$ cat src/rtl/plug_pkg.sv
// Shared types for the plugboard bank: letter code, pair state, alphabet size.
// No logic, no latency, no flow control.
package plug_pkg;

   localparam int ALPHA_LEN = 26;

   typedef logic [4:0] letter_t;

   typedef enum logic [1:0] {
      EMPTY,
      HALF,
      FULL
   } pair_state_e;

endpackage

$ cat src/rtl/plug_bank_if.sv
// Strobe/letter bus between a plugboard controller and plug_bank.
// The master drives the strobes and swap input; the slave returns pair status and the swap result.
interface plug_bank_if
   import plug_pkg::*;
#(
   parameter int NUM_PAIRS = 10,
   parameter int SEL_W     = (NUM_PAIRS > 1) ? $clog2(NUM_PAIRS) : 1
);

   logic [SEL_W-1:0]       SEL;
   logic                   LD;
   letter_t                LET;
   logic                   CLR;
   logic                   CLR_ALL;
   letter_t                SWAP_IN;
   logic [NUM_PAIRS-1:0]   ACT;
   logic [10*NUM_PAIRS-1:0] F;
   letter_t                SWAP_OUT;
   logic                   ERR;

   modport master (
      output SEL, LD, LET, CLR, CLR_ALL, SWAP_IN,
      input  ACT, F, SWAP_OUT, ERR
   );

   modport slave (
      input  SEL, LD, LET, CLR, CLR_ALL, SWAP_IN,
      output ACT, F, SWAP_OUT, ERR
   );

endinterface

$ cat src/rtl/plug_pair_fsm.sv
// One plugboard pair: EMPTY/HALF/FULL state plus letter registers A and B.
// Updates one cycle after an ld/clr strobe; clr beats ld, no backpressure.
module plug_pair_fsm
   import plug_pkg::*;
(
   input  logic    clk,
   input  logic    rst,
   input  logic    ld,
   input  logic    clr,
   input  letter_t ld_let,
   output letter_t a,
   output letter_t b,
   output logic    a_held,
   output logic    b_held
);

   pair_state_e state;

   always_ff @(posedge clk or posedge rst) begin
      if (rst) begin
         state <= EMPTY;
         a     <= '0;
         b     <= '0;
      end else if (clr) begin
         state <= EMPTY;
         a     <= '0;
         b     <= '0;
      end else if (ld) begin
         case (state)
            EMPTY: begin
               a     <= ld_let;
               state <= HALF;
            end
            HALF: begin
               b     <= ld_let;
               state <= FULL;
            end
            FULL: begin
               // Reloading a full pair restarts it with the new letter as A.
               a     <= ld_let;
               b     <= '0;
               state <= HALF;
            end
            default: begin
               state <= EMPTY;
               a     <= '0;
               b     <= '0;
            end
         endcase
      end
   end

   assign a_held = (state != EMPTY);
   assign b_held = (state == FULL);

endmodule

$ cat src/rtl/plug_bank.sv
// Bank of plugboard pairs with load/clear strobes, duplicate-letter rejection and letter swap.
// Pair status visible next cycle, SWAP_OUT/ERR registered with 1-cycle latency; no backpressure.
module plug_bank
   import plug_pkg::*;
#(
   parameter int NUM_PAIRS = 10,
   parameter int SEL_W     = (NUM_PAIRS > 1) ? $clog2(NUM_PAIRS) : 1
) (
   input logic        CLK,
   input logic        RST,
   plug_bank_if.slave bus
);

   localparam logic [SEL_W:0] NP = (SEL_W + 1)'(NUM_PAIRS);

   letter_t                 pa [NUM_PAIRS];
   letter_t                 pb [NUM_PAIRS];
   letter_t                 sw_val [NUM_PAIRS];
   logic [NUM_PAIRS-1:0]    sel_oh;
   logic [NUM_PAIRS-1:0]    a_held;
   logic [NUM_PAIRS-1:0]    full;
   logic [NUM_PAIRS-1:0]    held_hit;
   logic [NUM_PAIRS-1:0]    sw_hit;
   logic [10*NUM_PAIRS-1:0] f_v;
   logic                    sel_bad;
   logic                    let_bad;
   logic                    ld_live;
   logic                    ld_ok;
   logic                    ld_rej;
   letter_t                 swap_or;
   letter_t                 swap_out_q;
   logic                    err_q;

   assign sel_bad = ({1'b0, bus.SEL} >= NP);
   assign let_bad = (bus.LET >= letter_t'(ALPHA_LEN));
   assign ld_live = bus.LD && !bus.CLR_ALL && !bus.CLR;
   assign ld_rej  = ld_live && (sel_bad || let_bad || (|held_hit));
   assign ld_ok   = ld_live && !(sel_bad || let_bad || (|held_hit));

   for (genvar i = 0; i < NUM_PAIRS; i++) begin : g_pair
      assign sel_oh[i] = (bus.SEL == SEL_W'(i));

      plug_pair_fsm u_pair (
         .clk    (CLK),
         .rst    (RST),
         .ld     (ld_ok && sel_oh[i]),
         .clr    (bus.CLR_ALL || (bus.CLR && sel_oh[i])),
         .ld_let (bus.LET),
         .a      (pa[i]),
         .b      (pb[i]),
         .a_held (a_held[i]),
         .b_held (full[i])
      );

      // A full target pair's own letters are about to be discarded, so they cannot conflict.
      assign held_hit[i] = !(sel_oh[i] && full[i]) &&
                           ((a_held[i] && (pa[i] == bus.LET)) ||
                            (full[i]   && (pb[i] == bus.LET)));

      assign sw_hit[i] = full[i] && ((bus.SWAP_IN == pa[i]) || (bus.SWAP_IN == pb[i]));
      assign sw_val[i] = !full[i]                ? '0    :
                         (bus.SWAP_IN == pa[i]) ? pb[i] :
                         (bus.SWAP_IN == pb[i]) ? pa[i] : '0;

      assign f_v[10*i +: 10] = {pb[i], pa[i]};
   end

   // Letters are unique across the bank, so at most one pair contributes to the OR.
   always_comb begin
      swap_or = '0;
      for (int k = 0; k < NUM_PAIRS; k++) begin
         swap_or = swap_or | sw_val[k];
      end
   end

   always_ff @(posedge CLK or posedge RST) begin
      if (RST) begin
         swap_out_q <= '0;
         err_q      <= 1'b0;
      end else begin
         swap_out_q <= (|sw_hit) ? swap_or : bus.SWAP_IN;
         err_q      <= ld_rej;
      end
   end

   assign bus.ACT      = full;
   assign bus.F        = f_v;
   assign bus.SWAP_OUT = swap_out_q;
   assign bus.ERR      = err_q;

endmodule

$ cat src/flat_wrapper.sv
// flat-port wrapper written by rule: the top's interface ports become plain ports
module plug_bank_flat import plug_pkg::*;
#(
   parameter int NUM_PAIRS = 10,
   parameter int SEL_W     = (NUM_PAIRS > 1) ? $clog2(NUM_PAIRS) : 1
)
  (CLK, RST, bus_SEL, bus_LD, bus_LET, bus_CLR, bus_CLR_ALL, bus_SWAP_IN, bus_ACT, bus_F, bus_SWAP_OUT, bus_ERR);
  plug_bank_if #(.NUM_PAIRS(NUM_PAIRS), .SEL_W(SEL_W)) bus_i ();
  input logic CLK;
  input logic RST;
  input wire logic [$bits(bus_i.SEL)-1:0] bus_SEL;
  input wire logic [$bits(bus_i.LD)-1:0] bus_LD;
  input wire logic [$bits(bus_i.LET)-1:0] bus_LET;
  input wire logic [$bits(bus_i.CLR)-1:0] bus_CLR;
  input wire logic [$bits(bus_i.CLR_ALL)-1:0] bus_CLR_ALL;
  input wire logic [$bits(bus_i.SWAP_IN)-1:0] bus_SWAP_IN;
  output wire logic [$bits(bus_i.ACT)-1:0] bus_ACT;
  output wire logic [$bits(bus_i.F)-1:0] bus_F;
  output wire logic [$bits(bus_i.SWAP_OUT)-1:0] bus_SWAP_OUT;
  output wire logic [$bits(bus_i.ERR)-1:0] bus_ERR;
  assign bus_i.SEL = bus_SEL;
  assign bus_i.LD = bus_LD;
  assign bus_i.LET = bus_LET;
  assign bus_i.CLR = bus_CLR;
  assign bus_i.CLR_ALL = bus_CLR_ALL;
  assign bus_i.SWAP_IN = bus_SWAP_IN;
  assign bus_ACT = bus_i.ACT;
  assign bus_F = bus_i.F;
  assign bus_SWAP_OUT = bus_i.SWAP_OUT;
  assign bus_ERR = bus_i.ERR;
  plug_bank #(.NUM_PAIRS(NUM_PAIRS), .SEL_W(SEL_W)) u_core (.CLK(CLK), .RST(RST), .bus(bus_i));
endmodule
$ cat config.mk
export PLATFORM = sky130hd
export DESIGN_NAME = plug_bank_flat
export DESIGN_NICKNAME = d
export VERILOG_FILES = /design/src/rtl/plug_pkg.sv /design/src/rtl/plug_bank_if.sv /design/src/rtl/plug_pair_fsm.sv /design/src/rtl/plug_bank.sv /design/src/flat_wrapper.sv
export SDC_FILE = /design/constraint.sdc
export NUM_CORES = 1
export LEC_CHECK = 0
export ABC_AREA = 1
export CORE_MARGIN = 5
export CORE_UTILIZATION = 35
export DETAILED_ROUTE_END_ITERATION = 16
export HOLD_SLACK_MARGIN = 0.06
export PLACE_DENSITY = 0.61
export REMOVE_ABC_BUFFERS = 1
export SYNTH_ARGS = -nofsm -noshare
export SYNTH_HDL_FRONTEND = slang
export SYNTH_SLANG_ARGS = --single-unit
$ cat constraint.sdc
create_clock -name CLK -period 9.4 [get_ports CLK]
set_clock_uncertainty 0.15 [all_clocks]
set_input_delay 2.35 -clock CLK [delete_from_list [all_inputs] [get_ports CLK]]
set_output_delay 2.35 -clock CLK [all_outputs]
set_load 0.1 [all_outputs]
==> impl_results.html <==
<table>
<tr><th>Metric</th><th>Value</th></tr>
<tr><th colspan="2">Clocking</th></tr>
<tr><td>Clk Latency, worst-skew pair</td><td>0.43 ns</td></tr>
<tr><td>Number of buffers inserted for hold repair after clock tree synthesis</td><td>0</td></tr>
<tr><td>Clock sink total</td><td>126</td></tr>
<tr><td>Clock tree from TritonCTS</td><td>built</td></tr>
<tr><td>CTS root buffer</td><td>sky130_fd_sc_hd__clkbuf_16</td></tr>
<tr><td>Number of instances resized during post-cts repair</td><td>0</td></tr>
<tr><td>Total setup buffers inserted after CTS</td><td>0</td></tr>
<tr><td>H-tree depth</td><td>4</td></tr>
<tr><td>Clock buffer depth</td><td>2</td></tr>
<tr><td>Post-CTS clock slew at the launch and capture registers of the worst setup and hold paths</td><td>0.06 ns</td></tr>
<tr><td>Clock buffer count from CTS</td><td>17</td></tr>
<tr><th colspan="2">Placed design</th></tr>
<tr><td>Weighted congestion reported at the end of routability-driven placement</td><td>0.906</td></tr>
<tr><td>Placed cell area</td><td>12000 um2</td></tr>
<tr><td>Final HPWL DP</td><td>26400 um</td></tr>
<tr><td>Number of buffer cells added on primary ports</td><td>134</td></tr>
<tr><th colspan="2">STA</th></tr>
<tr><td>Setup repair after global routing missed its margin</td><td>false</td></tr>
<tr><td>Final-layout worst hold slack</td><td>0.343 ns</td></tr>
<tr><td>Measured slew at the worst slew-check pin</td><td>1.17 ns</td></tr>
<tr><td>Fin crit period</td><td>6.25 ns</td></tr>
<tr><td>Setup TNS</td><td>0 ns</td></tr>
<tr><td>Final hold viol count</td><td>0</td></tr>
<tr><td>Worst slew slack as a fraction of its limit</td><td>21.2%</td></tr>
<tr><td>Final worst-path cycle share</td><td>66.5%</td></tr>
<tr><td>Max Fclk</td><td>160 MHz</td></tr>
<tr><td>Final number of max-transition violations</td><td>0</td></tr>
<tr><td>Finish-stage setup viols</td><td>0</td></tr>
<tr><th colspan="2">Global routing</th></tr>
<tr><td>Number of antenna violations at the first check in global routing</td><td>0</td></tr>
<tr><td>Sum of overflow across all layers after global routing</td><td>0</td></tr>
<tr><td>Number of global-route vias before repair</td><td>10600</td></tr>
<tr><td>Tot GR Track Use</td><td>22.4%</td></tr>
<tr><td>Wire length of the first global-routing pass</td><td>59900 um</td></tr>
<tr><td>Pin count of the biggest net entering global routing</td><td>89</td></tr>
<tr><th colspan="2">Cells and area</th></tr>
<tr><td>Share of cells above drive strength 1</td><td>4.12%</td></tr>
<tr><td>Area of all placed cells without fillers</td><td>12600 um2</td></tr>
<tr><td>Total area of sequential cells</td><td>3150 um2</td></tr>
<tr><td>Core utilization of the finished layout</td><td>42.4%</td></tr>
<tr><td>Relative area change from synthesis to final layout</td><td>19.5%</td></tr>
<tr><td>Commonest non-fill, non-tap cell in the layout</td><td>sky130_fd_sc_hd__nand2_1</td></tr>
<tr><td>FILL cells</td><td>3104</td></tr>
<tr><td>Net count of the finished layout</td><td>1803</td></tr>
<tr><td>Antenna diode count</td><td>0</td></tr>
<tr><td>Commonest cells after routing, fill and taps aside</td><td>sky130_fd_sc_hd__nand2_1, sky130_fd_sc_hd__nor2_1, sky130_fd_sc_hd__inv_1, sky130_fd_sc_hd__clkdlybuf4s50_1, sky130_fd_sc_hd__dfrtp_1</td></tr>
<tr><td>Total area of multi-input combinational cells</td><td>6190 um2</td></tr>
<tr><th colspan="2">Detailed routing</th></tr>
<tr><td>Vias per cell</td><td>5.22</td></tr>
<tr><td>Final routed wire length divided by cell count</td><td>17.5 um</td></tr>
<tr><td>Final wirelength</td><td>38200 um</td></tr>
<tr><td>DR pass1 iterations</td><td>6</td></tr>
<tr><td>Antenna Violating Nets Remaining</td><td>0</td></tr>
<tr><td>Number of DRC markers after the initial detailed-route iteration</td><td>1304</td></tr>
<tr><td>Number of vias after detailed routing</td><td>11400</td></tr>
<tr><td>Remaining DRCs</td><td>0</td></tr>
<tr><th colspan="2">Logic synthesis</th></tr>
<tr><td>Post-Synthesis Cells</td><td>1700</td></tr>
<tr><td>Sequential cell area fraction in the yosys report</td><td>29.9%</td></tr>
<tr><td>Post-synthesis area per instance</td><td>6.20 um2</td></tr>
<tr><td>Total standard cell area after synthesis</td><td>10500 um2</td></tr>
<tr><td>Share of flip-flops with an asynchronous set or reset after synthesis</td><td>100%</td></tr>
<tr><td>Number of flops mapped to enable cells by yosys</td><td>0</td></tr>
<tr><td>Warnings, synthesis</td><td>0</td></tr>
<tr><td>Post-synth top flop</td><td>sky130_fd_sc_hd__dfrtp_1</td></tr>
<tr><td>Number of different library cells in the post-synthesis netlist</td><td>33</td></tr>
<tr><td>Synthesized flop and latch total</td><td>126</td></tr>
<tr><th colspan="2">Die</th></tr>
<tr><td>Cell Rows</td><td>63</td></tr>
<tr><td>Die footprint</td><td>33700 um2</td></tr>
<tr><td>Number of top-level pins</td><td>135</td></tr>
<tr><td>Die H</td><td>184 um</td></tr>
<tr><td>Core Region</td><td>29700 um2</td></tr>
<tr><td>Starting density of the core</td><td>35.5%</td></tr>
<tr><td>Width of the die</td><td>184 um</td></tr>
<tr><th colspan="2">Worst setup path</th></tr>
<tr><td>Data required, critical path</td><td>9.57 ns</td></tr>
<tr><td>Critical Setup Path Class</td><td>input pin to flip-flop</td></tr>
<tr><td>Endpoint of the most critical setup path</td><td>u_core.g_pair[0].u_pair.a[2]</td></tr>
<tr><td>Slowest stage delay, CP</td><td>0.70 ns</td></tr>
<tr><td>Worst-path fanout max</td><td>88</td></tr>
<tr><td>Launch instance of the worst register-to-register path</td><td>u_core.g_pair[2].u_pair.state[0]</td></tr>
<tr><td>Critical path launch point type</td><td>input pin</td></tr>
<tr><td>Worst setup startpoint</td><td>bus_LET[1]</td></tr>
<tr><td>Most prevalent standard cell on the critical path</td><td>sky130_fd_sc_hd__nand2_1</td></tr>
<tr><td>Reg-to-reg setup timing slack</td><td>5.67 ns</td></tr>
<tr><td>Endpoint of the worst-slack reg-to-reg timing path</td><td>u_core.g_pair[0].u_pair.a[2]</td></tr>
<tr><td>Chain of cells forming the critical path</td><td>clkdlybuf4s50_1 &gt; buf_4 &gt; inv_2 &gt; o21ai_1 &gt; nor2_1 &gt; nand3_1 &gt; nand2_1 &gt; nand2_1 &gt; nand2_1 &gt; nor2_1 &gt; nand4_1 &gt; nand2_4 &gt; buf_4 &gt; nand3_1 &gt; nand2_1 &gt; nand2_1</td></tr>
<tr><td>Arrival time reported for the critical path endpoint</td><td>6.42 ns</td></tr>
<tr><td>Count of cells along the worst register-to-register path</td><td>11</td></tr>
<tr><td>CP max-delay cell</td><td>sky130_fd_sc_hd__nand2_4</td></tr>
<tr><td>Critical Path End Type</td><td>flip-flop</td></tr>
<tr><th colspan="2">Power and ir drop</th></tr>
<tr><td>Worst vdd ir</td><td>0.112 mV</td></tr>
<tr><td>Power density over the cells</td><td>198 nW/um2</td></tr>
<tr><td>Standby leakage power</td><td>6.50 nW</td></tr>
<tr><th colspan="2">Run status</th></tr>
<tr><td>Result of the run</td><td>finished clean</td></tr>
<tr><th colspan="2">Job</th></tr>
<tr><td>Number of maximum-capacitance violations</td><td>0</td></tr>
<tr><th colspan="2">Min path</th></tr>
<tr><td>Worst hold path class</td><td>flip-flop to flip-flop</td></tr>
</table>
[logic make-up (layout without fill, tap and decap cells)]
kind of cell,count (synthesis),count (layout),share of synthesized area (%)
AND/OR/NAND/NOR,1076,1076,43.9
AO/OA/AOI/OAI,139,139,6.79
buffers and inverters,262,358,11.4
flip-flops,126,126,29.9
XOR/XNOR,97,97,8.06
[synth_stat cells (14+ instances only)]
library cell / count / area share, %
sky130_fd_sc_hd__nand2_1: 590 / 21
sky130_fd_sc_hd__nor2_1: 249 / 8.9
sky130_fd_sc_hd__inv_1: 166 / 5.9
sky130_fd_sc_hd__dfrtp_1: 126 / 30
sky130_fd_sc_hd__nand4_1: 116 / 6.9
sky130_fd_sc_hd__nand3_1: 83 / 3.9
sky130_fd_sc_hd__xor2_1: 73 / 6.1
sky130_fd_sc_hd__o21ai_0: 68 / 3.2
sky130_fd_sc_hd__a21oi_1: 48 / 2.3
sky130_fd_sc_hd__buf_2: 32 / 1.5
sky130_fd_sc_hd__buf_4: 24 / 1.7
sky130_fd_sc_hd__xnor2_1: 24 / 2.0
sky130_fd_sc_hd__clkbuf_1: 21 / 0.75
sky130_fd_sc_hd__nor3_1: 14 / 0.66
sky130_fd_sc_hd__o21ai_1: 14 / 0.66
[cell type report]
| type | count | area share [%] |
|---|---|---|
| sequential | 126 | 25.0 |
| tap | 390 | 3.87 |
| timing repair buffer | 154 | 11.8 |
| multi-input combinational | 1312 | 49.1 |
| clock inverter | 10 | 1.29 |
| inverter | 173 | 5.19 |
| clock buffer | 21 | 3.65 |
[metrics by stage]
stage	instances	total power [mW]	setup WS, ns
after floorplan	1611	1.48	3.54
after global placement	2155	1.77	2.90
final	2186	2.50	3.15
after CTS	2186	2.50	3.29
after global routing	2186	2.61	2.83
after detailed placement	2155	1.78	2.86
[registers in the layout, indices dropped and copies added (netlist names)]
| name | flops |
|---|---|
| u_core.bus.ERR | 1 |
| u_core.bus.SWAP_OUT | 5 |
| u_core.g_pair.u_pair.a | 50 |
| u_core.g_pair.u_pair.b | 50 |
| u_core.g_pair.u_pair.state | 20 |
[routing by layer]
layer  vias to the layer above  share of wire [%]  global-route usage (%)
met1                      5316                 45                    31.0
li1                       5571                  -                       -
met4                         0                2.2                    7.36
met5                         -                  0                       0
met3                        63                7.5                    4.14
met2                       457                 46                    35.5
[power breakdown]
part / total (mW) / internal [mW] / switching, mW
clock: 0.722 / 0.456 / 0.266
combinational: 1.05 / 0.255 / 0.796
sequential: 0.727 / 0.609 / 0.118
total: 2.50 / 1.32 / 1.18
[worst max-delay path, delay by kind of cell]
family                 cells  cell delay (ns)
buffers and inverters      4             1.89
AO/OA/AOI/OAI              1             0.25
AND/OR/NAND/NOR           11             1.77
[how the worst min path moves through the flow]
stage	from	to	slack (ns)	depth (start not counted)
3_5_place_dp	u_core.g_pair[4].u_pair.state[1]	u_core.g_pair[4].u_pair.state[1]	0.32	2
4_1_cts	u_core.g_pair[4].u_pair.state[1]	u_core.g_pair[4].u_pair.state[1]	0.34	2
3_3_place_gp	u_core.g_pair[0].u_pair.state[1]	u_core.g_pair[0].u_pair.state[1]	0.32	2
5_1_grt	u_core.g_pair[4].u_pair.state[1]	u_core.g_pair[4].u_pair.state[1]	0.35	2
2_1_floorplan	u_core.g_pair[0].u_pair.state[1]	u_core.g_pair[0].u_pair.state[1]	0.30	2
6_report	u_core.g_pair[4].u_pair.state[1]	u_core.g_pair[4].u_pair.state[1]	0.34	2
Note: power is estimated with default switching activity, not from simulation.
==> variant 1 (same settings) <==
`NUM_PAIRS` is set to 10 in 3 places; all go to 11.
--- a/src/rtl/plug_bank_if.sv
+++ b/src/rtl/plug_bank_if.sv
@@ -4,5 +4,5 @@
    import plug_pkg::*;
 #(
-   parameter int NUM_PAIRS = 10,
+   parameter int NUM_PAIRS = 11,
    parameter int SEL_W     = (NUM_PAIRS > 1) ? $clog2(NUM_PAIRS) : 1
 );
--- a/src/rtl/plug_bank.sv
+++ b/src/rtl/plug_bank.sv
@@ -4,5 +4,5 @@
    import plug_pkg::*;
 #(
-   parameter int NUM_PAIRS = 10,
+   parameter int NUM_PAIRS = 11,
    parameter int SEL_W     = (NUM_PAIRS > 1) ? $clog2(NUM_PAIRS) : 1
 ) (
--- a/src/flat_wrapper.sv
+++ b/src/flat_wrapper.sv
@@ -2,5 +2,5 @@
 module plug_bank_flat import plug_pkg::*;
 #(
-   parameter int NUM_PAIRS = 10,
+   parameter int NUM_PAIRS = 11,
    parameter int SEL_W     = (NUM_PAIRS > 1) ? $clog2(NUM_PAIRS) : 1
 )
Ports: changed (resized bus_ACT and bus_F); port bits go from 135 to 146. No check against the original RTL was run, so the function may have changed too.
==> variant 1 against the unedited design <==
  * Design area grew 9.2%
  * Synthesized area increased by 11%
  * Sequential cell count up 12
  * Wire length is 13% higher
  * Power up 1.1%
  * Worst setup slack improved by 0.19 ns
  * Fmax rose by 3.2%
  * Cell count grew 14%
  * Critical endpoint is now u_core.g_pair[3].u_pair.a[1]
  * Largest cell class unchanged
==> variant 1: results (changes against the unedited design) <==
metric	value	unit	change
IO buf count	145		was 134
RD Place Congestion	0.9099		was 0.9062
arrival time at the worst endpoint	6.22	ns	was 6.42 ns
bufs w/o clock	168		was 154
vias	12856		was 11407
Worst Setup EP	u_core.g_pair[3].u_pair.a[1]		was u_core.g_pair[0].u_pair.a[2]
sequential area share after synthesis	0.2957		was 0.2990
first-pass GRT wire length	66990	um	was 59870 um
Sink Count	138		was 126
r2r setup slk	6.05	ns	was 5.67 ns
r2r startpoint	u_core.g_pair[0].u_pair.state[0]		was u_core.g_pair[2].u_pair.state[0]
vias in the first global route	11819		was 10619
leakage	7.205	nW	was 6.496 nW
Critical-path top delay cell	inv_2		was nand2_4
biggest registers after layout	u_core.g_pair.u_pair.a (55), u_core.g_pair.u_pair.b (55), u_core.g_pair.u_pair.state (22)		was u_core.g_pair.u_pair.a (50), u_core.g_pair.u_pair.b (50), u_core.g_pair.u_pair.state (20)
status	finished, final reports clean		unchanged
GRT Total Usage	0.2305		was 0.2245
fraction of area in non-clock buffers	0.1165		was 0.1183
clk_buf instances	22		was 21
# nets final	2046		was 1803
largest net degree at the start of global routing	76		was 89
pwr dens	183.6	nW/um2	was 198.4 nW/um2
Worst Setup SP	bus_LET[0]		was bus_LET[1]
Unique masters post-synth	34		was 33
metal3 WL	3351	um	was 2850 um
WL met2	20380	um	was 17400 um
met2 Track Usage GR	0.3808		was 0.3552
Fill cells	3455		was 3104
[variant 1: cell types whose count changed after synthesis, sizes merged, moves of 6 or more]
cell	before	now
buf	66	77
inv	172	198
xor2	73	60
nand2	591	718
nor2	251	302
nor4	2	9
o21ai	82	90
a21oi	48	33
clkbuf	23	29
dfrtp	126	138
nand4	116	127
[variant 1: worst reg2reg max path: stages (launching register included)]
cell	delay (ns)
dfrtp_1	0.43
nor2_1	0.51
nand3_1	0.14
nand2_1	0.10
nand2_1	0.06
nor2_1	0.19
nand4_1	0.18
nand2_4	0.56
buf_4	0.48
nand3_1	0.24
nand2_1	0.14
nand2_1	0.05
[variant 1: worst min path at each step]
stage / start / end / slack (ns)
detailed placement: u_core.g_pair[2].u_pair.state[1] / u_core.g_pair[2].u_pair.state[1] / 0.33
global placement: u_core.g_pair[2].u_pair.state[1] / u_core.g_pair[2].u_pair.state[1] / 0.33
finish: u_core.g_pair[2].u_pair.state[1] / u_core.g_pair[2].u_pair.state[1] / 0.34
global route: u_core.g_pair[6].u_pair.state[1] / u_core.g_pair[6].u_pair.state[1] / 0.37
CTS: u_core.g_pair[2].u_pair.state[1] / u_core.g_pair[2].u_pair.state[1] / 0.35
floorplan: u_core.g_pair[2].u_pair.state[1] / u_core.g_pair[2].u_pair.state[1] / 0.30
[variant 1: cells by family (layout without fill, tap and decap cells)]
family	Yosys count	after routing	synth area share
AOI/OAI and AO/OA	139	139	0.06225
DFF	138	138	0.2957
buffers and inverters	306	400	0.1231
and+or+nand+nor	1279	1279	0.4560
xor gates and xnor gates	84	84	0.06300
[variant 1: power by group]
part / total (W) / switching, W / internal (W)
clock network: 0.000722 / 0.000290 / 0.000433
logic: 0.00103 / 0.000789 / 0.000245
registers: 0.000770 / 0.000114 / 0.000657
==> variant 2 (config.mk and constraints unchanged) <==
Without the edit above. Make the reset (`RST` and `rst`) synchronous in 2 clocked blocks.
--- a/src/rtl/plug_pair_fsm.sv
+++ b/src/rtl/plug_pair_fsm.sv
@@ -17,5 +17,5 @@
    pair_state_e state;
 
-   always_ff @(posedge clk or posedge rst) begin
+   always_ff @(posedge clk) begin
       if (rst) begin
          state <= EMPTY;
--- a/src/rtl/plug_bank.sv
+++ b/src/rtl/plug_bank.sv
@@ -74,5 +74,5 @@
    end
 
-   always_ff @(posedge CLK or posedge RST) begin
+   always_ff @(posedge CLK) begin
       if (RST) begin
          swap_out_q <= '0;
Function: changed (Yosys sat finds a counterexample within 4 cycles, from zero or initial values and one cycle with RST high; the reset may be asserted at any time).
==> variant 2 against the unedited design <==
  * Design area down 9.3%
  * Hold slack worse by 0.011 ns
  * Synthesized area down 11%
  * Worst setup slack better by 0.19 ns
  * Sequential cell count unchanged
  * Critical path depth up 1
  * Die area down 10%
  * First-iteration DRC count down 2.7%
  * Wire length down 5.2%
Power is not compared: it rests on default switching activity, and its combinational part moved more than twofold at a synthesized area within 25%.
==> variant 2: results (changes against the unedited design) <==
metric	value	unit	change
status	finished, final reports clean		unchanged
hold wc startpoint	u_core.g_pair[2].u_pair.state[0]		was u_core.g_pair[4].u_pair.state[1]
first-pass GRT wire length	55850	um	was 59870 um
H-tree lvl count	4		unchanged
Hold WS	0.3318	ns	was 0.3431 ns
leakage	4.545	nW	
placed cells	2048		was 2155
DR WL/cell	17.40	um	was 17.46 um
clk_buf instances	22		was 21
EDFF count, synth	0		unchanged
Async SR Flop Fraction	0		was 1.000
# nets final	1745		was 1803
Mapped Area	9415	um2	was 10550 um2
r2r setup slk	6.05	ns	was 5.67 ns
Hold Path End	u_core.g_pair[2].u_pair.state[0]		was u_core.g_pair[4].u_pair.state[1]
final WL	36180	um	was 38180 um
Tcrit/Tclk final	0.6443		was 0.6648
Fill cells	2842		was 3104
R2R cell count	13		was 11
most common library cells after synthesis	551 x nand2_1, 190 x nor2_1, 164 x inv_1		was 590 x nand2_1, 249 x nor2_1, 166 x inv_1
GRT Total Usage	0.2294		was 0.2245
Area contributors post-synth	dfxtp_1 27%, nand2_1 22%, nor2_1 7.6%, a21oi_1 7.0%, inv_1 6.5%		was dfrtp_1 30%, nand2_1 21%, nor2_1 8.9%, nand4_1 6.9%, xor2_1 6.1%
Least-Margin Pin Slew	1.129	ns	was 1.174 ns
share of layout cells above drive strength 1	0.03623		was 0.04120
Post-CTS Setup Bufs	0		unchanged
Worst Hold Path Cells	2		unchanged
fraction of area in non-clock buffers	0.1260		was 0.1183
DP Wirelength	24380	um	was 26430 um
drt pass-1 iters	6		unchanged
end of the worst register-to-register path	u_core.g_pair[3].u_pair.state[0]		was u_core.g_pair[0].u_pair.a[2]
bufs w/o clock	150		was 154
Worst Setup SP	bus_LET[0]		was bus_LET[1]
worst ir drop on vdd	106.1	uV	
post-synthesis mux area share	0		unchanged
sequential area share after synthesis	0.2679		was 0.2990
worst slack, placed	2.999	ns	was 2.865 ns
DR iter-0 viols	1269		was 1304
Unique masters post-synth	29		was 33
clock buffer depth	2		unchanged
arrival time at the worst endpoint	6.26	ns	was 6.42 ns
post-synthesis adder-cell area fraction	0		unchanged
r2r startpoint	u_core.g_pair[1].u_pair.state[1]		was u_core.g_pair[2].u_pair.state[0]
Cells after Synth	1640		was 1700
CP max FO	41		was 88
vias	11182		was 11407
post-synthesis compound-gate area fraction	0.1211		was 0.06787
register area	2522	um2	was 3153 um2
placed inst area	10850	um2	was 11980 um2
post-synthesis xor/xnor area fraction	0.06884		was 0.08056
clk tree area frac	0.05130		was 0.04943
top_reg_cell synth	dfxtp_1		was dfrtp_1
multi-input logic portion of the cell area	0.5084		was 0.4915
RD Place Congestion	0.9319		was 0.9062
area delta synth->final	21.49	%	was 19.53%
nonclk inv count	172		was 173
largest net degree at the start of global routing	42		was 89
max incr delay on CP	0.57	ns	was 0.70 ns
vias in the first global route	10019		was 10619
count of multi-input gates	1259		was 1312
Critical-path top delay cell	nor2_4		was nand2_4
[variant 2: changes by cell type after synthesis, moves of 9 or more]
cell	before	now
nand3_4	9	0
clkbuf_1	21	35
xor2_1	73	48
dfrtp_1	126	0
nand4_1	116	96
buf_2	32	21
nand2_1	590	551
buf_6	9	0
a21oi_1	48	132
nor2_1	249	190
dfxtp_1	0	126
nand3_1	83	98
[variant 2: routing by layer]
metal	global-route usage	up-vias	wire length [um]
li1	-	5432	-
met5	0	-	0
met1	0.3123	5124	15800
met4	0.07357	0	892
met2	0.3700	545	16480
met3	0.04023	81	3014
[variant 2: power by group through the flow]
stage / clock (W) / combinational (W) / sequential [W]
2_1_floorplan: 0 / 0.0000690 / 0.000558
3_3_place_gp: 0 / 0.000149 / 0.000548
3_5_place_dp: 0 / 0.000151 / 0.000548
4_1_cts: 0.000679 / 0.000151 / 0.000536
5_1_grt: 0.000705 / 0.000165 / 0.000536
6_report: 0.000677 / 0.000154 / 0.000536
